**config.mk**
```make
export PLATFORM = sky130hd
export DESIGN_NAME = serial_subtractor
export DESIGN_NICKNAME = d
export VERILOG_FILES = /design/src/rtl/serial_subtractor.sv
export SDC_FILE = /design/constraint.sdc
export NUM_CORES = 1
export LEC_CHECK = 0
export CAP_MARGIN = 40
export CORE_ASPECT_RATIO = 0.75
export CORE_MARGIN = 8
export CORE_UTILIZATION = 54
export DETAILED_ROUTE_END_ITERATION = 10
export PLACE_DENSITY = 0.83
export SYNTH_ARGS = -nofsm -noshare
export SYNTH_HDL_FRONTEND = slang
export SYNTH_SLANG_ARGS = --single-unit
```
**constraint.sdc**
```tcl
create_clock -name clk -period 2.2 [get_ports clk]
set_clock_uncertainty 0.15 [all_clocks]
set_input_delay 0.22 -clock clk [delete_from_list [all_inputs] [get_ports clk]]
set_output_delay 0.22 -clock clk [all_outputs]
set_load 0.03 [all_outputs]
```
**src/rtl/serial_subtractor.sv**
```systemverilog
// Bit-serial unsigned subtractor: DIFF = A - B, one bit per clock, LSB first.
// Optional signed-overflow output enabled by defining SERIAL_SUB_OVF_EN.
//
// Handshake: start is a request sampled only while busy=0. The edge that accepts it
// loads the operands and raises busy. Exactly WIDTH edges later done pulses for one
// cycle with diff/bout (and ovf) valid, and busy drops in that same cycle. d_ser is
// qualified by d_ser_valid, which is high for the WIDTH shift cycles only.
module serial_subtractor #(
  parameter int WIDTH = 8
) (
  input  logic             clk,
  input  logic             rst_n,
  input  logic             start,
  input  logic [WIDTH-1:0] a,
  input  logic [WIDTH-1:0] b,
  output logic             busy,
  output logic             done,
  output logic [WIDTH-1:0] diff,
  output logic             bout,
  output logic             d_ser,
  output logic             d_ser_valid,
`ifdef SERIAL_SUB_OVF_EN
  output logic             ovf,
`endif
  output logic             state_dbg
);

  localparam int CW = $clog2(WIDTH);

  typedef enum logic {
    IDLE  = 1'b0,
    SHIFT = 1'b1
  } state_t;

  state_t           state;
  state_t           state_nxt;
  logic [CW-1:0]    cnt;
  logic [WIDTH-1:0] a_sh;
  logic [WIDTH-1:0] b_sh;
  logic [WIDTH-1:0] res_sh;
  logic             borrow;
  logic             load;
  logic             step;
  logic             last;
  logic             hs1_d;
  logic             hs1_b;
  logic             hs2_b;
  logic             d_bit;
  logic             borrow_nxt;

  // Next-state and step control
  always_comb begin
    state_nxt = state;
    load      = 1'b0;
    step      = 1'b0;
    last      = 1'b0;
    case (state)
      IDLE: begin
        if (start) begin
          load      = 1'b1;
          state_nxt = SHIFT;
        end
      end
      SHIFT: begin
        step = 1'b1;
        if (cnt == CW'(WIDTH - 1)) begin
          last      = 1'b1;
          state_nxt = IDLE;
        end
      end
      default: state_nxt = IDLE;
    endcase
  end

  // Two chained half-subtractors: (a - b), then (that - borrow_in)
  always_comb begin
    hs1_d      = a_sh[0] ^ b_sh[0];
    hs1_b      = ~a_sh[0] & b_sh[0];
    d_bit      = hs1_d ^ borrow;
    hs2_b      = ~hs1_d & borrow;
    borrow_nxt = hs1_b | hs2_b;
  end

  always_ff @(posedge clk or negedge rst_n) begin
    if (!rst_n) begin
      state <= IDLE;
    end else begin
      state <= state_nxt;
    end
  end

  always_ff @(posedge clk or negedge rst_n) begin
    if (!rst_n) begin
      cnt         <= '0;
      a_sh        <= '0;
      b_sh        <= '0;
      res_sh      <= '0;
      borrow      <= 1'b0;
      done        <= 1'b0;
      diff        <= '0;
      bout        <= 1'b0;
      d_ser       <= 1'b0;
      d_ser_valid <= 1'b0;
    end else begin
      done        <= last;
      d_ser_valid <= step;
      if (load) begin
        a_sh   <= a;
        b_sh   <= b;
        borrow <= 1'b0;
        cnt    <= '0;
      end else if (step) begin
        a_sh   <= a_sh >> 1;
        b_sh   <= b_sh >> 1;
        res_sh <= {d_bit, res_sh[WIDTH-1:1]};
        borrow <= borrow_nxt;
        cnt    <= cnt + 1'b1;
        d_ser  <= d_bit;
        // Result registers only move on completion so they hold mid-operation
        if (last) begin
          diff <= {d_bit, res_sh[WIDTH-1:1]};
          bout <= borrow_nxt;
        end
      end
    end
  end

`ifdef SERIAL_SUB_OVF_EN
  logic a_msb;
  logic b_msb;

  // Operand sign bits are shifted out of a_sh/b_sh, so keep them separately
  always_ff @(posedge clk or negedge rst_n) begin
    if (!rst_n) begin
      a_msb <= 1'b0;
      b_msb <= 1'b0;
      ovf   <= 1'b0;
    end else begin
      if (load) begin
        a_msb <= a[WIDTH-1];
        b_msb <= b[WIDTH-1];
      end
      if (last) begin
        ovf <= (a_msb != b_msb) && (d_bit != a_msb);
      end
    end
  end
`endif

  always_comb begin
    busy      = (state == SHIFT);
    state_dbg = state;
  end

endmodule

```
==> flow_summary.yaml, run 1 <==
drt:
  drt_pass1_iterations: 4
  viasPerCell: 5.24
  drc: 0
  wl_per_cell_um: 15.7
  ant_nets: 0
  drtIter0Drc: 35
  routed_wl_um: 3110
  dr_total_vias: 1037
die:
  initial_core_util: 0.573
  fp.dieArea_um2: 5230
  core.rowCount: 17
  die_y_um: 64.7
  die_w_um: 80.9
  ioPinCount: 33
  core_um2: 2980
logic_synthesis:
  synthTopCellsByArea: "dfrtp_1 (57%), mux2_4 (12%), mux2i_1 (10%)"
  yosys_warnings: 0
  synth_top_area_share: 0.572
  synth_area_per_cell_um2: 13.8
  synthArstFlopShare: 1.00
  synthDistinctLibCells: 20
  ys_seq_area_frac: 0.572
  ys_top_cells_by_count: "dfrtp_1 (39), mux2i_1 (17), mux2_4 (14), nand2_1 (14), o21ai_1 (8)"
  synth_nets: 146
  syn-instance-count: 124
  synth-seq-cells: 39
  yosysTopAreaCell: "dfrtp_1"
  synth.most_common_cell: "dfrtp_1"
  synth-main-ff-cell: "dfrtp_1"
  synth_area_um2: 1710
  synth_edf_count: 0
sta:
  timing.final.crit_share: 0.795
  setup_viol_count_final: 0
  hold_viol: 0
  slew_violations: 0
  tightestPinTransition_ps: 495
  setup_tns_ps: 0
  post-route-min-period_ps: 1750
  rsz0062_at_grt: "no"
  slew_headroom: 0.670
  max_freq_ghz: 0.572
placement:
  io_buffers: 32
  place_congestion: 0.705
  placedCellCount: 189
  dp_hpwl_um: 2210
setup_path:
  critPathMaxFanout: 4
  cp.depth: 1
  cp_data_required_time_ps: 1830
  startpoint_type: "flop"
  critPathSlowestCell: "clkdlybuf4s50_1"
  critPathTopFamily: "buffers and inverters"
  critical_path.max_stage_delay_ps: 700
  crit_path_end_kind: "output port"
  rr_worst_depth: 4
  arrival_ps: 1380
  path_cells: "clkdlybuf4s50_1"
  reg2reg_from: "cnt[0]$_DFFE_PN0P_"
  worstSetupPathType: "flop to output port"
  path_buf_inv: 1
  crit_path_start: "d_ser$_DFFE_PN0P_"
clocking:
  cts_root_buffer: "clkbuf_8"
  clkLatencyLatePin_ps: 280
  cts_buffers: 5
  clock-sinks: 39
  clkTransAtPathRegs_ps: 70
  clockBufferDepth: 2
  htree_num_levels: 2
  post_cts_resized: 0
  cts_tree: "built"
pwr:
  sw_frac_of_total: 0.351
  ir_drop_mv: 0.852
  p_switching_uw: 1100
  clkPwrFrac: 0.165
  intPower_uw: 2040
  seq_power_share: 0.390
  power.density_nw_per_um2: 1480
  p_comb_frac: 0.445
  p_leak_uw: 0.00103
cells_and_area:
  antenna_cells: 0
  final_cells: 198
  area_delta_synth_final_pct: 24.6
  fin_nets: 181
  drive_gt1_frac: 0.181
global_route:
  grt_pass1_vias: 1113
  grt_pass1_wl_um: 5280
  antenna_found_initial: 0
  grt.total_usage: 0.128
  grt_start_max_net_pins: 46
  overflow: 0
run_status:
  outcome: "finished, final reports clean"
flow_run:
  maxCapViolCount: 0
worst_hold_path:
  min_path_type: "primary input to async pin"
-- per-layer routing --
metal  wire [um]  GRT usage  part of all wire
met1        1380      0.160              0.44
met2        1510      0.198              0.49
met3         169     0.0413             0.054
met4          51     0.0533             0.016
met5           0          0                 0
-- state kept, by name, summed over array words and instances (netlist names) --
| register | count |
|---|---|
| a_sh | 8 |
| done | 1 |
| borrow | 1 |
| cnt | 3 |
| d_ser | 1 |
| busy | 1 |
| bout | 1 |
| diff | 8 |
| d_ser_valid | 1 |
| res_sh | 6 |
| b_sh | 8 |
-- final timing paths --
kind | to | slack [ps]
setup / recovery | d_ser | 450
hold / removal | diff[4]$_DFFE_PN0P_ | 240
setup reg to reg | diff[5]$_DFFE_PN0P_ | 590
hold reg to reg | a_sh[6]$_DFFE_PN0P_ | 340
max in group asynchronous | cnt[2]$_DFFE_PN0P_ | 1030
min in group clk | a_sh[6]$_DFFE_PN0P_ | 340
-- final cells by class --
class | count | area, um^2
Sequential cell | 39 | 977
Fill cell | 210 | 851
Multi-Input combinational cell | 73 | 639
Timing Repair Buffer | 36 | 348
Clock buffer | 8 | 100
Tap cell | 38 | 47.5
Inverter | 4 | 15.0
-- cells in the final DEF, fill, tap and decap left out --
cell type / n
a21oi_1: 1
a22o_1: 3
buf_2: 1
buf_4: 3
clkbuf_1: 1
clkbuf_8: 7
clkdlybuf4s50_1: 31
dfrtp_1: 38
dfrtp_2: 1
dlygate4sd3_1: 1
fa_1: 1
ha_1: 2
inv_1: 4
mux2_2: 2
mux2_4: 14
mux2i_1: 17
nand2_1: 14
nand2_8: 1
nand2b_1: 1
nor2_1: 3
o21ai_0: 6
o21ai_1: 8
-- power groups by stage --
stage,clock network (uW),logic (uW),registers [uW]
floorplan,0,809,1420
global route,556,1500,1270
CTS,528,1420,1230
global placement,0,1350,1220
finish,519,1400,1230
detailed placement,0,1410,1240
-- metrics by stage --
| step | total power, uW | instance area (um^2) | utilization | hold WS [ps] | worst slack [ps] |
|---|---|---|---|---|---|
| after floorplan | 2230 | 1710 | - | -226 | 681 |
| after global placement | 2570 | 2020 | 0.677 | 8.80 | 625 |
| after detailed placement | 2650 | 2020 | 0.677 | 22.1 | 584 |
| after CTS | 3180 | 2130 | 0.714 | 250 | 441 |
| after global routing | 3320 | 2130 | 0.714 | 293 | 407 |
| final | 3140 | 2130 | 0.714 | 239 | 450 |
-- logic make-up (layout without fill, tap and decap cells) --
family | count (synthesis) | in the layout | share of synthesized area
AND/OR/NAND/NOR | 19 | 19 | 0.0528
multiplexers | 33 | 33 | 0.236
adder cells (fa/ha/maj) | 3 | 3 | 0.0264
buffers and inverters | 12 | 48 | 0.0535
flip-flops | 39 | 39 | 0.572
AO/OA/AOI/OAI | 18 | 18 | 0.0594
-- what timing repair did --
action,in CTS,in global routing
buffers inserted,0,0
endpoints found under the hold margin,17,0
hold buffers,1,0
No activity file was read; power rests on OpenSTA's default activity.
==> inputs of run 2 (changes only) <==
- CORE_UTILIZATION: 54 -> 46
- PLACE_DENSITY: 0.83 -> 0.75
- clock period: 2.2 -> 1.6 ns (I/O delays scaled with it)
==> run 2 against run 1 <==
Against the previous run: flip-flop and latch count unchanged; highest routed layer unchanged; clock-buffer cell count down 3; via count down 1.6%; critical path type is now flop to flop.
==> flow_summary.yaml, run 2 (synthesized netlist as in run 1, its figures left out) <==
clocking:
  htree_num_levels: 2
  clock-sinks: 39
  clkLatencyLatePin_ps: 290
  clockBufferDepth: 2
  cts_root_buffer: "clkbuf_8"
  clkTransAtPathRegs_ps: 80
  cts_tree: "built"
  cts_buffers: 5
drt:
  wl_per_cell_um: 14.8
  routed_wl_um: 3190
  drc: 0
  dr_total_vias: 1020
  ant_nets: 0
  drt_pass1_iterations: 4
  drtIter0Drc: 42
  viasPerCell: 4.72
sta:
  finalWorstSetupSlack_ps: 63.5
  tightestPinTransition_ps: 398
  max_freq_ghz: 0.651
  slew_violations: 0
  timing.final.crit_share: 0.960
  hold_ws_ps: 146
  slew_headroom: 0.735
  hold_viol: 0
  setup_viol_count_final: 0
  rsz0062_at_grt: "no"
  setup_tns_ps: 0
  post-route-min-period_ps: 1540
placement:
  place_ws_ps: 16.7
  place_congestion: 0.761
  dp_hpwl_um: 2300
  placed_cell_area_um2: 2060
  io_buffers: 32
global_route:
  grt_pass1_vias: 1108
  grt_pass1_wl_um: 5350
  grt_start_max_net_pins: 26
  grt.total_usage: 0.117
  antenna_found_initial: 0
  overflow: 0
pwr:
  ir_drop_mv: 0.993
  p_leak_uw: 0.00109
  clkPwrFrac: 0.186
  p_switching_uw: 1570
  intPower_uw: 2810
  seq_power_share: 0.400
  sw_frac_of_total: 0.358
  p_comb_frac: 0.414
  power.density_nw_per_um2: 2000
worst_hold_path:
  min_path_type: "primary input to async pin"
cells_and_area:
  multi_input_area_um2: 653
  regArea_um2: 977
  fin_area_um2: 2190
  fin_nets: 185
  n_fill_cell: 286
  antenna_cells: 0
  area_delta_synth_final_pct: 28.5
  final_cell_mix: "dfrtp_1 (38), mux2i_1 (17), clkdlybuf4s50_1 (17)"
  drive_gt1_frac: 0.226
  final_common_cell: "dfrtp_1"
  reg_top3: "a_sh (8), b_sh (8), diff (8)"
  final_core_util: 0.607
setup_path:
  reg2reg_from: "cnt[0]$_DFFE_PN0P_"
  r2r-end: "diff[0]$_DFFE_PN0P_"
  path_cells: "ha_1 > ha_2 > nand2_4 > mux2_4"
  crit_path_end_kind: "flop"
  worstSetupEndpoint: "diff[0]$_DFFE_PN0P_"
  worstSetupPathType: "flop to flop"
  critical_path.max_stage_delay_ps: 400
  cp_data_required_time_ps: 1630
  critPathTopFamily: "adder cells"
  arrival_ps: 1560
  rr_worst_depth: 4
  cp.depth: 4
  reg2reg_slack_ps: 60
  path_buf_inv: 0
  startpoint_type: "flop"
  critPathSlowestCell: "dfrtp_1"
  crit_path_start: "cnt[0]$_DFFE_PN0P_"
  critPathMaxFanout: 5
flow_run:
  maxCapViolCount: 0
die:
  core.rowCount: 19
  core_um2: 3610
  die_w_um: 86.3
  fp.dieArea_um2: 5940
  initial_core_util: 0.472
  die_y_um: 68.8
  ioPinCount: 33
run_status:
  outcome: "finished, final reports clean"
-- run 2: changes by cell type in the layout (fill, tap and decap cells not counted), sizes merged --
cell           previous run  this run
buf                       4         9
bufinv                    0         1
clkbuf                    8         5
clkdlybuf4s50            31        17
clkinv                    0         2
dlygate4sd2               0        10
dlymetal6s2s              0         2
nand2                    15        16
-- run 2: worst register-to-register path, cell delays in order, from the launching register on --
cell and delay [ps]:
dfrtp_1 400, ha_1 200, ha_2 230, nand2_4 140, mux2_4 310
-- run 2: how the worst min path moves through the flow --
stage	endpoint	slack [ps]	cells past startpoint
floorplan	a_sh[0]$_DFFE_PN0P_	-290	0
global placement	res_sh[6]$_DFFE_PN0P_	-100	1
detailed placement	d_ser$_DFFE_PN0P_	-90	1
CTS	d_ser$_DFFE_PN0P_	130	2
global route	b_sh[0]$_DFFE_PN0P_	160	2
finish	cnt[1]$_DFFE_PN0P_	150	2
-- run 2: final cells by class --
class,instances,area share
repair buffers,39,0.169
clock inverters,3,0.0200
flip-flops and latches,39,0.446
clock buffers,5,0.0314
well taps,52,0.0297
multi-input cells,74,0.298
inverters,4,0.00685
-- run 2: per-layer routing --
layer | up-vias | part of all wire | wire, um | global-route usage
met2 | 16 | 0.49 | 1550 | 0.192
met3 | 2 | 0.041 | 131 | 0.0379
li1 | 500 | - | - | -
met4 | 0 | 0.0060 | 19 | 0.0449
met5 | - | 0 | 0 | 0
met1 | 502 | 0.47 | 1490 | 0.143
-- run 2: timing repair --
item                                    in CTS  in global routing
hold buffers                                 1                  0
endpoints found under the hold margin       39                  0
gates cloned                                 0                  1
pin swaps                                    0                  0
gates resized for setup                     10                  3
endpoints found under the setup margin      10                 11
buffers inserted                             0                  0
-- run 2: through the flow --
stage / std cells / power, uW
floorplan: 124 / 3060
global placement: 206 / 3580
detailed placement: 206 / 3670
CTS: 215 / 4430
global route: 216 / 4670
finish: 216 / 4380
-- run 2: power by group through the flow --
stage / registers, uW / clock network (uW) / logic (uW)
2_1_floorplan: 1950 / 0 / 1110
3_3_place_gp: 1740 / 0 / 1830
3_5_place_dp: 1760 / 0 / 1910
4_1_cts: 1750 / 843 / 1830
5_1_grt: 1820 / 877 / 1980
6_report: 1750 / 814 / 1820
==> inputs of run 3 (changes only) <==
- clock period: 1.6 -> 1.25 ns (I/O delays scaled with it)
==> run 3 against run 2 <==
Against the previous run: the run now ends with setup timing left; die area unchanged; worst hold slack better by 45 ps; maximum frequency up 6.0%; critical path depth unchanged; flip-flop and latch count unchanged.
==> flow_summary.yaml, run 3 (synthesized netlist as in run 1, its figures left out) <==
setup_path:
  r2r-end: "diff[0]$_DFFE_PN0P_"
  cp_data_required_time_ps: 1270
  arrival_ps: 1470
  crit_path_end_kind: "flop"
  reg2reg_slack_ps: -200
  crit_path_start: "cnt[1]$_DFFE_PN0P_"
  rr_worst_depth: 4
  startpoint_type: "flop"
  worstSetupEndpoint: "diff[0]$_DFFE_PN0P_"
  reg2reg_from: "cnt[1]$_DFFE_PN0P_"
  critPathMaxFanout: 5
  worstSetupPathType: "flop to flop"
sta:
  tightestPinTransition_ps: 208
  max_freq_ghz: 0.690
  post-route-min-period_ps: 1450
  rsz0062_at_grt: "yes"
  timing.final.crit_share: 1.16
  setup_viol_count_final: 18
  hold_viol: 0
  slew_headroom: 0.861
  slew_violations: 0
  finalWorstSetupSlack_ps: -199
pwr:
  p_leak_uw: 0.00112
  ir_drop_mv: 1.54
  finalPower_uw: 5930
  power.density_nw_per_um2: 2570
die:
  ioPinCount: 33
  die_w_um: 86.3
  core.rowCount: 19
  fp.dieArea_um2: 5940
  core_um2: 3610
  initial_core_util: 0.472
  die_y_um: 68.8
global_route:
  grt_start_max_net_pins: 40
  antenna_found_initial: 0
  overflow: 0
  grt.total_usage: 0.122
  grt_pass1_wl_um: 5510
  grt_pass1_vias: 1184
cells_and_area:
  fin_area_um2: 2300
  final_cell_mix: "dfrtp_1 (38), buf_4 (20), mux2i_1 (17), clkdlybuf4s50_1 (17)"
  fin_nets: 195
  regArea_um2: 977
  drive_gt1_frac: 0.362
  area_delta_synth_final_pct: 35.0
  reg_top3: "a_sh (8), b_sh (8), diff (8)"
  antenna_cells: 0
  final_common_cell: "dfrtp_1"
  multi_input_area_um2: 671
  n_fill_cell: 276
drt:
  drt_pass1_iterations: 4
  viasPerCell: 4.78
  dr_total_vias: 1080
  drtIter0Drc: 27
  ant_nets: 0
  routed_wl_um: 3320
  wl_per_cell_um: 14.7
  drc: 0
run_status:
  outcome: "complete, but fails checks"
  violations: "setup timing"
placement:
  dp_hpwl_um: 2240
  place_congestion: 0.737
  placed_cell_area_um2: 2100
  io_buffers: 32
clocking:
  clockBufferDepth: 2
  cts_root_buffer: "clkbuf_8"
  cts_buffers: 5
  clkLatencyLatePin_ps: 290
  clkTransAtPathRegs_ps: 70
  htree_num_levels: 2
  cts_tree: "built"
  clock-sinks: 39
worst_hold_path:
  min_path_type: "primary input to async pin"
flow_run:
  maxCapViolCount: 0
run 3: cell types whose count changed in the layout (fill, tap and decap cells not counted), sizes merged:
cell / before / now
buf: 9 / 31
bufinv: 1 / 0
clkbuf: 5 / 7
clkinv: 2 / 1
dlygate4sd2: 10 / 0
dlymetal6s2s: 2 / 0
run 3: critical path, stage by stage (launching register included):
cell	delay, ps
dfrtp_1	390
ha_2	190
ha_4	190
nand2_4	110
mux2_4	310
run 3: repair_timing:
| item | 4_1_cts | 5_1_grt |
|---|---|---|
| buffers inserted | 6 | 1 |
| pin swaps | 3 | 1 |
| endpoints found under the hold margin | 39 | 0 |
| endpoints found under the setup margin | 17 | 25 |
| resized for setup | 12 | 6 |
| hold buffers | 1 | 0 |
| cloned | 1 | 0 |
run 3: power breakdown:
| group | internal (uW) | switching (uW) |
|---|---|---|
| combinational | 1610 | 1320 |
| sequential | 1820 | 371 |
| clock | 391 | 412 |
run 3: how the worst min path moves through the flow:
stage          startpoint             endpoint  slack (ps)  cells past startpoint
2_1_floorplan       rst_n  a_sh[0]$_DFFE_PN0P_        -320                      0
3_3_place_gp        rst_n   borrow$_DFFE_PN0P_         -50                      2
3_5_place_dp        rst_n  diff[6]$_DFFE_PN0P_         -40                      2
4_1_cts             rst_n  diff[4]$_DFFE_PN0P_         190                      3
5_1_grt             rst_n  b_sh[3]$_DFFE_PN0P_         220                      3
6_report            rst_n  diff[4]$_DFFE_PN0P_         190                      3
run 3: cell type report:
| cell class | instances | share of cell area |
|---|---|---|
| clock inverter | 1 | 0.00217 |
| sequential | 39 | 0.424 |
| multi-input combinational | 74 | 0.291 |
| tap | 52 | 0.0282 |
| clock buffer | 7 | 0.0331 |
| inverter | 4 | 0.00652 |
| timing repair buffer | 49 | 0.215 |
run 3: per-stage QoR:
stage | instances | setup slack, ps | hold slack [ps] | utilization | setup TNS [ps]
after global placement | 209 | -168 | -46.5 | 0.580 | -3830
after CTS | 225 | -202 | 193 | 0.632 | -2040
final | 226 | -199 | 192 | 0.637 | -2060
after global routing | 226 | -238 | 220 | 0.637 | -2640
after detailed placement | 209 | -213 | -42.7 | 0.580 | -4720
after floorplan | 124 | -149 | -321 | - | -1800
run 3: metal layers:
layer / vias up / part of all wire / wire (um) / track usage
met2: 18 / 0.49 / 1620 / 0.196
met3: 6 / 0.040 / 131 / 0.0272
met5: - / 0 / 0 / 0
met4: 0 / 0.027 / 88 / 0.0897
li1: 519 / - / - / -
met1: 537 / 0.45 / 1480 / 0.145
